--- config.mk ---
export PLATFORM = sky130hd
export DESIGN_NAME = outport_serial_tx
export DESIGN_NICKNAME = d
export VERILOG_FILES = /design/src/rtl/io_port_pkg.sv /design/src/rtl/outport_serial_tx_sync_fifo.sv /design/src/rtl/outport_serial_tx.sv
export SDC_FILE = /design/constraint.sdc
export NUM_CORES = 1
export LEC_CHECK = 0
export CAP_MARGIN = 30
export CORE_ASPECT_RATIO = 1.1
export CORE_MARGIN = 3
export CORE_UTILIZATION = 50
export DETAILED_ROUTE_END_ITERATION = 10
export GPL_TIMING_DRIVEN = 0
export PLACE_DENSITY = 0.74
export SYNTH_ARGS = -nofsm -noshare
export SYNTH_HDL_FRONTEND = slang
export SYNTH_SLANG_ARGS = --single-unit
export TNS_END_PERCENT = 10
--- constraint.sdc ---
create_clock -name clk -period 2.5 [get_ports clk]
set_clock_uncertainty 0.2 [all_clocks]
set_input_delay 0.375 -clock clk [delete_from_list [all_inputs] [get_ports clk]]
set_output_delay 0.375 -clock clk [all_outputs]
set_load 0.01 [all_outputs]
--- src/rtl/io_port_pkg.sv ---
// Shared types and constants for the CPU output-port serial transmitter.
package io_port_pkg;

    typedef enum logic [1:0] {
        IDLE  = 2'd0,
        START = 2'd1,
        DATA  = 2'd2,
        STOP  = 2'd3
    } tx_state_e;

    localparam int DATA_BITS      = 8;
    localparam int BYTES_PER_WORD = 4;

endpackage

--- src/rtl/outport_serial_tx_sync_fifo.sv ---
// Synchronous FIFO with a separate occupancy counter; pushes while full are
// dropped and reported on the drop strobe, judged before any same-cycle pop.
module sync_fifo #(
    parameter int WIDTH = 32,
    parameter int DEPTH = 4
) (
    input  logic                     clk,
    input  logic                     rst_n,
    input  logic                     push,
    input  logic [WIDTH-1:0]         push_data,
    input  logic                     pop,
    output logic [WIDTH-1:0]         pop_data,
    output logic [$clog2(DEPTH):0]   count,
    output logic                     full,
    output logic                     empty,
    output logic                     drop
);

    localparam int AW = $clog2(DEPTH);
    localparam int CW = AW + 1;

    logic [WIDTH-1:0] mem_q [DEPTH];
    logic [AW-1:0]    wr_ptr_q, wr_ptr_d;
    logic [AW-1:0]    rd_ptr_q, rd_ptr_d;
    logic [CW-1:0]    count_q, count_d;
    logic             push_ok_s, pop_ok_s;

    assign full     = (count_q == CW'(DEPTH));
    assign empty    = (count_q == {CW{1'b0}});
    assign count    = count_q;
    assign pop_data = mem_q[rd_ptr_q];
    assign drop     = push & full;

    // Next pointer and occupancy values.
    always_comb begin
        push_ok_s = push & ~full;
        pop_ok_s  = pop & ~empty;
        if (push_ok_s) begin
            wr_ptr_d = wr_ptr_q + AW'(1);
        end else begin
            wr_ptr_d = wr_ptr_q;
        end
        if (pop_ok_s) begin
            rd_ptr_d = rd_ptr_q + AW'(1);
        end else begin
            rd_ptr_d = rd_ptr_q;
        end
        count_d = count_q + CW'(push_ok_s) - CW'(pop_ok_s);
    end

    // Pointer and counter registers.
    always_ff @(posedge clk or negedge rst_n) begin
        if (!rst_n) begin
            wr_ptr_q <= {AW{1'b0}};
            rd_ptr_q <= {AW{1'b0}};
            count_q  <= {CW{1'b0}};
        end else begin
            wr_ptr_q <= wr_ptr_d;
            rd_ptr_q <= rd_ptr_d;
            count_q  <= count_d;
        end
    end

    // Storage array; contents are meaningless once the pointers reset.
    always_ff @(posedge clk) begin
        if (push_ok_s) begin
            mem_q[wr_ptr_q] <= push_data;
        end
    end

endmodule

--- src/rtl/outport_serial_tx.sv ---
// Queues CPU OutPort words and sends each as four 8N1 bytes, LSB byte first.
module outport_serial_tx
    import io_port_pkg::*;
#(
    parameter int CLKS_PER_BIT = 16,
    parameter int FIFO_DEPTH   = 4
) (
    input  logic                          clk,
    input  logic                          reset,
    input  logic                          out_wr,
    input  logic [31:0]                   out_data,
    input  logic                          clr_ovf,
    output logic                          tx,
    output logic                          tx_busy,
    output logic                          word_done,
    output logic [$clog2(FIFO_DEPTH):0]   fifo_count,
    output logic                          fifo_full,
    output logic                          overflow
);

    localparam int CNT_W = (CLKS_PER_BIT > 1) ? $clog2(CLKS_PER_BIT) : 1;

    tx_state_e         state_q, state_d;
    logic [CNT_W-1:0]  clk_cnt_q, clk_cnt_d;
    logic [2:0]        bit_idx_q, bit_idx_d;
    logic [1:0]        byte_idx_q, byte_idx_d;
    logic [31:0]       shift_q, shift_d;
    logic              tx_q, tx_d;
    logic              busy_q, busy_d;
    logic              done_q, done_d;
    logic              word_done_q, word_done_d;
    logic              overflow_q, overflow_d;
    logic              pop_s, empty_s, drop_s, bit_last_s;
    logic [31:0]       head_s;

    sync_fifo #(
        .WIDTH (32),
        .DEPTH (FIFO_DEPTH)
    ) u_fifo (
        .clk       (clk),
        .rst_n     (reset),
        .push      (out_wr),
        .push_data (out_data),
        .pop       (pop_s),
        .pop_data  (head_s),
        .count     (fifo_count),
        .full      (fifo_full),
        .empty     (empty_s),
        .drop      (drop_s)
    );

    assign bit_last_s = (clk_cnt_q == CNT_W'(CLKS_PER_BIT - 1));

    // Frame sequencing; line outputs follow the state one cycle later.
    always_comb begin
        state_d     = state_q;
        clk_cnt_d   = clk_cnt_q;
        bit_idx_d   = bit_idx_q;
        byte_idx_d  = byte_idx_q;
        shift_d     = shift_q;
        pop_s       = 1'b0;
        done_d      = 1'b0;
        tx_d        = 1'b1;
        busy_d      = (state_q != IDLE);
        word_done_d = done_q;
        if (bit_last_s) begin
            clk_cnt_d = {CNT_W{1'b0}};
        end else begin
            clk_cnt_d = clk_cnt_q + CNT_W'(1);
        end
        case (state_q)
            IDLE: begin
                tx_d      = 1'b1;
                clk_cnt_d = {CNT_W{1'b0}};
                if (!empty_s) begin
                    pop_s      = 1'b1;
                    shift_d    = head_s;
                    byte_idx_d = 2'd0;
                    state_d    = START;
                end else begin
                    state_d    = IDLE;
                end
            end
            START: begin
                tx_d = 1'b0;
                if (bit_last_s) begin
                    bit_idx_d = 3'd0;
                    state_d   = DATA;
                end else begin
                    state_d   = START;
                end
            end
            DATA: begin
                tx_d = shift_q[0];
                if (bit_last_s) begin
                    shift_d = {1'b0, shift_q[31:1]};
                    if (bit_idx_q == 3'(DATA_BITS - 1)) begin
                        state_d = STOP;
                    end else begin
                        bit_idx_d = bit_idx_q + 3'd1;
                    end
                end else begin
                    state_d = DATA;
                end
            end
            STOP: begin
                tx_d = 1'b1;
                if (bit_last_s) begin
                    if (byte_idx_q == 2'(BYTES_PER_WORD - 1)) begin
                        done_d  = 1'b1;
                        state_d = IDLE;
                    end else begin
                        byte_idx_d = byte_idx_q + 2'd1;
                        state_d    = START;
                    end
                end else begin
                    state_d = STOP;
                end
            end
            default: begin
                tx_d    = 1'b1;
                state_d = IDLE;
            end
        endcase
        // A dropped write outranks a same-cycle clear.
        if (drop_s) begin
            overflow_d = 1'b1;
        end else if (clr_ovf) begin
            overflow_d = 1'b0;
        end else begin
            overflow_d = overflow_q;
        end
    end

    // State, datapath and registered output flops.
    always_ff @(posedge clk or negedge reset) begin
        if (!reset) begin
            state_q     <= IDLE;
            clk_cnt_q   <= {CNT_W{1'b0}};
            bit_idx_q   <= 3'd0;
            byte_idx_q  <= 2'd0;
            shift_q     <= 32'd0;
            tx_q        <= 1'b1;
            busy_q      <= 1'b0;
            done_q      <= 1'b0;
            word_done_q <= 1'b0;
            overflow_q  <= 1'b0;
        end else begin
            state_q     <= state_d;
            clk_cnt_q   <= clk_cnt_d;
            bit_idx_q   <= bit_idx_d;
            byte_idx_q  <= byte_idx_d;
            shift_q     <= shift_d;
            tx_q        <= tx_d;
            busy_q      <= busy_d;
            done_q      <= done_d;
            word_done_q <= word_done_d;
            overflow_q  <= overflow_d;
        end
    end

    assign tx        = tx_q;
    assign tx_busy   = busy_q;
    assign word_done = word_done_q;
    assign overflow  = overflow_q;

endmodule

### Yosys cells after proc, flatten, opt, wreduce, memory -nomap -nowiden

Memories as Yosys holds them, arrays and structs flattened.
Index checks and enable logic that the tools add are counted.

| cells by class | value |
|---|---|
| equal/unequal tests | 14 |
| reduce and logical (&&, ||, !) cells | 11 |
| add/subtract/negate cells | 7 |
| bitwise logic cells | 5 |
| muxes and demuxes | 30 |

Operator list:

| kind | count |
|---|---|
| 2-to-1 mux 32 bit | 2 |
| case mux 32 bit (2 select lines) | 1 |
| 2-to-1 mux 2 bit | 7 |
| != test 2 bit (second input constant) | 6 |
| 2-to-1 mux 1 bit | 11 |
| nonzero test 2 bit | 5 |
| 2-to-1 mux 3 bit | 3 |
| 2-to-1 mux 4 bit | 2 |
| case mux 2 bit (4 select lines) | 1 |
| AND reduction 4 bit | 2 |
| adder 2 x 1 -> 2 bit (second input constant) | 3 |
| == test 2 bit (second input constant) | 3 |
| == test 3 bit (second input constant) | 2 |
| case mux 3 bit (2 select lines) | 1 |
| adder 4 x 1 -> 4 bit (second input constant) | 1 |
| == test 4 bit (second input constant) | 1 |
| case mux 2 bit (2 select lines) | 1 |
| adder 3 x 1 -> 3 bit | 1 |
| adder 3 x 1 -> 3 bit (second input constant) | 1 |
| bitwise AND 1 bit | 3 |
| zero test 3 bit | 1 |
| != test 3 bit (second input constant) | 1 |
| case mux 1 bit (3 select lines) | 1 |
| AND reduction 3 bit | 1 |
| other kinds (5) | 6 |

| word-level totals | value |
|---|---|
| memories kept | 1 |
| bits of input ports | 36 |
| word-level logic and storage cells | 81 |
| bits in registers | 55 |
| output and inout port bits | 8 |
| RAM bits | 128 |

Memory list:

| memory | depth | bits a word | read ports | clocked after memory_dff | write ports | line | text |
|---|---|---|---|---|---|---|---|
| u_fifo.mem_q | 4 | 32 | 1 | 0 | 1 | outport_serial_tx_sync_fifo.sv:22 | `logic [WIDTH-1:0] mem_q [DEPTH];` |

### Longest topological paths before layout

| depth | value |
|---|---|
| depth after elaboration | 5 |
| mapped depth | 12 |

### By module

Synthesis repeated with hierarchy kept, for this count alone.

| second synthesis, totals | value |
|---|---|
| cells, all modules | 403 |
| area total of the unflattened synthesis | 7663.6 um^2 |

Modules (own cells, without submodules):

| module | area an instance (um^2) | instances | sequential area each (um^2) | cells an instance |
|---|---|---|---|---|
| sync_fifo | 5144.9 | 1 | 4018.9 | 210 |
| outport_serial_tx | 2518.7 | 1 | 1202.4 | 193 |

### Least setup slack after synthesis

No wires, ideal clock.

| timing path | value |
|---|---|
| path type | register -> register |
| start point | register state_q[0] |
| end point | register u_fifo.count_q[2] (netlist: u_fifo.count[2]) |
| data arrival time | 2075 ps |
| stages on the path, launching flop included | 13 |
| path slack | 92 ps |
| path through | dfrtp_1 > inv_1 > ha_1 > buf_6 > inv_1 > nor2_1 > ha_1 > inv_1 > ha_1 > inv_1 > fa_1 > xnor2_1 > xnor2_1 |

| on the way | value |
|---|---|
| cells in the longest elaborated chain, start to end | 4 |

RTL lines:

| element | line | text |
|---|---|---|
| start, declared | outport_serial_tx.sv:23 | `tx_state_e state_q, state_d;` |
| start signal, assigned | outport_serial_tx.sv:149 | `state_q <= state_d;` |
| zero test 2 bit | outport_serial_tx.sv:71 | `case (state_q)` |
| 2-to-1 mux 1 bit | outport_serial_tx.sv:71 |  |
| bitwise AND 1 bit | outport_serial_tx_sync_fifo.sv:37 | `pop_ok_s = pop & ~empty;` |
| via u_fifo.pop_ok_s | outport_serial_tx_sync_fifo.sv:26 | `logic push_ok_s, pop_ok_s;` |
| subtractor 3 x 1 -> 3 bit | outport_serial_tx_sync_fifo.sv:48 | `count_d = count_q + CW'(push_ok_s) - CW'(pop_ok_s);` |
| via u_fifo.count_d[2] | outport_serial_tx_sync_fifo.sv:25 | `logic [CW-1:0] count_q, count_d;` |
| end signal, assigned | outport_serial_tx_sync_fifo.sv:56 | `count_q <= {CW{1'b0}};` |
| end signal, assigned | outport_serial_tx_sync_fifo.sv:60 | `count_q <= count_d;` |
| end, declared | outport_serial_tx_sync_fifo.sv:25 |  |

The timed path passes the listed nets, and every way through them passes these cells.
A chain may end at the register's enable or synchronous reset.

### Worst setup path after layout

| timing path | value |
|---|---|
| start point | register state_q[1] |
| end point | register u_fifo.count_q[2] (netlist: u_fifo.count[2]) |

The elaborated chain is that of the path after synthesis.

==> impl_metrics.yaml <==
status:
  status: "finished clean"
setup_path:
  critPathMaxStageDelay_ps: 390
  critPathSlowestCell: "dfrtp_1"
  crit_path_start_kind: "flop"
  cp_max_fo: 10
  critical_path_buf_inv_count: 5
  worstPathRequired_ps: 2600
  cpMostUsedCell: "inv_1"
  cp-end-kind: "flop"
  crit_family: "adder cells"
  path_class: "flop to flop"
  cp.arrival_ps: 2500
  crit_chain: "inv_1 > ha_1 > buf_6 > inv_1 > nor2_4 > ha_1 > inv_1 > ha_1 > inv_1 > fa_2 > xnor2_2 > xnor2_1"
clocking:
  path_clk_slew_ps: 70
  htree_levels: 4
  cts.sinks: 183
  ctsRootBufferMaster: "clkbuf_16"
  tritoncts: "done"
  ctsLongestPathBuffers: 2
  numCtsBuffers: 17
  insertion_delay_ps: 430
sta:
  fin_crit_ps: 2400
  setup_viol: 0
  fmax_mhz: 417
  hold_viol: 0
  post-route-period-util_pct: 95.9
  maxSlewViolCount: 0
  rsz0062_at_grt: "yes"
  relSlewSlack_pct: 37.0
  tns_ps: 0
  hold_slack_ps: 152
  tightestPinTransition_ps: 945
route:
  drc: 0
  drt-pass1-iter-count: 4
  wire_per_inst_um: 17.9
  vias: 4178
  wl_um: 13700
  drt_iter0_drc: 362
  drtAntennaViolNets: 0
  viasPerCell: 5.46
placed_design:
  hpwl_um: 8330
  routabilityCongestion: 0.723
  io_buffer_count: 43
  placed_area_sq_um: 8060
  dp_cells: 729
global_route:
  track_usage_pct: 18.0
  grt_max_degree: 41
  grt_pass1_vias: 4390
  antenna_found_initial: 0
  grt_pass1_wl_um: 22300
  overflow: 0
floorplanning:
  die_width_um: 122
  die_area_sq_um: 16200
  core_sq_um: 14100
  initial_core_util_pct: 52.2
  die_h_um: 133
  row_count: 45
  ios: 44
finish:
  regArea_sq_um: 5220
  multiInputGateArea_sq_um: 1940
  nets: 616
  drive_gt1_share_pct: 12.1
  final_area_sq_um: 8720
  n_fill_cell: 1054
  final_core_util_pct: 61.7
  layoutNonFillerInstCount: 765
  area_growth_syn_to_layout_pct: 18.3
  n_antenna_cell: 0
logic_synthesis:
  avgSynthCellArea_sq_um: 14.8
  synthFlopType: "edfxtp_1"
  synth-edff-count: 128
  yosysSeqAreaShare_pct: 70.8
  async_flop_share_pct: 30.1
  synth-seq-cells: 183
  syn-num-nets: 549
  synthDistinctLibCells: 39
  syn_inst: 497
  synth_warnings: 0
  syn_area_sq_um: 7370
pwr:
  power_density_nw_per_um2: 1180
  vdd_drop_max_uv: 608
  p_leak_nw: 3.34
run:
  maxCapViolCount: 0
min_path:
  hold_class: "flop to flop"
-- where the power goes --
part,internal [mW],leakage [nW],switching (mW)
clock,1.52,0.296,1.12
sequential,4.11,1.81,0.361
combinational,1.34,1.23,1.81
total,6.97,3.34,3.29
-- sequential cells by signal (all words and copies together), names as in the netlist --
register         flops
state_q              2
u_fifo.count         3
clk_cnt_q            4
tx                   1
tx_busy              1
u_fifo.rd_ptr_q      2
overflow             1
bit_idx_q            3
u_fifo.mem_q       128
shift_q             32
byte_idx_q           2
word_done            1
done_q               1
u_fifo.wr_ptr_q      2
-- logic make-up (layout without fill, tap and decap cells) --
group           after synthesis  after routing  share of synthesized area, %
compound gates              118            118                          9.23
buf+inv                      41            121                          3.21
xor+xnor                      6              6                         0.713
simple gates                 68             68                          4.41
mux                          65             65                          8.82
fa+ha+maj                    16             16                          2.82
flops                       183            183                          70.8
-- cells in the final DEF (no fill, tap or decap), drive strengths merged, types with 2 or more instances in the layout --
master,instances
o21ai,6
o22ai,32
a21o,2
nand2,10
clkbuf,26
nor3,4
nor2,36
nand2b,2
a21oi,67
a211oi,2
xnor2,5
and2,4
edfxtp,128
dfrtp,54
clkdlybuf4s50,42
buf,29
nor2b,2
a22o,4
clkinvlp,2
ha,15
and3,2
nor3b,2
nand3,2
clkinv,3
mux2i,65
inv,18
-- stage by stage --
stage                     total power [mW]  worst slack [ps]
final                                 10.3               104
after detailed placement              7.63              -232
after floorplan                       6.69              92.0
after global placement                7.49              -824
after CTS                             10.3              24.1
after global routing                  10.9             -60.5
-- layout make-up --
type                    instances  share of cell area [%]
plain buffers                  28                    2.15
clock buffers                  22                    6.05
clock inverters                10                   0.890
inverters                      13                   0.560
multi-input cells             273                    22.3
flip-flops and latches        183                    59.9
well taps                     188                    2.70
repair buffers                 48                    5.48
-- Yosys cell counts (all sizes together), types with 4 or more instances --
cell      n  area share [%]
nor2     36             1.8
nand2    10            0.51
inv      13            0.66
o22ai    32             2.7
a21oi    67             4.7
buf      24             2.3
xnor2     5            0.59
mux2i    65             8.8
o21ai     6            0.41
dfrtp    54              18
edfxtp  128              52
nor3      4            0.27
ha       15             2.5
and2      4            0.34
a22o      4            0.48
clkbuf    4            0.20
-- per-layer routing --
layer / routed length [um] / track usage, % / up-vias
met1: 5770 / 22.3 / 2087
li1: - / - / 2001
met2: 7300 / 30.6 / 77
met4: 159 / 7.22 / 0
met5: 0 / 0 / -
met3: 472 / 4.20 / 13
-- final timing paths --
kind / to / slack [ps] / startpoint / depth (start not counted)
min in group asynchronous: word_done / 210 / reset / 2
max: u_fifo.count[2] / 100 / state_q[1] / 12
max reg2reg: u_fifo.count[2] / 100 / state_q[1] / 12
min reg2reg: word_done / 150 / done_q / 0
max in group asynchronous: tx / 1300 / reset / 3
min: word_done / 150 / done_q / 0
-- worst register-to-register path, delay by kind of cell, from the launching register on --
family	cells	cell delay, ps
DFF	1	390
xor gates and xnor gates	2	270
and+or+nand+nor	1	100
buffers and inverters	5	450
adders and majority gates	4	880
-- timing repair --
item,CTS,global route
endpoints found under the hold margin,15,0
hold buffers,1,0
buffers inserted,3,0
pin swaps,2,1
gates resized for setup,2,3
setup endpoints to repair,2,34
(Power assumes the default switching activity.)
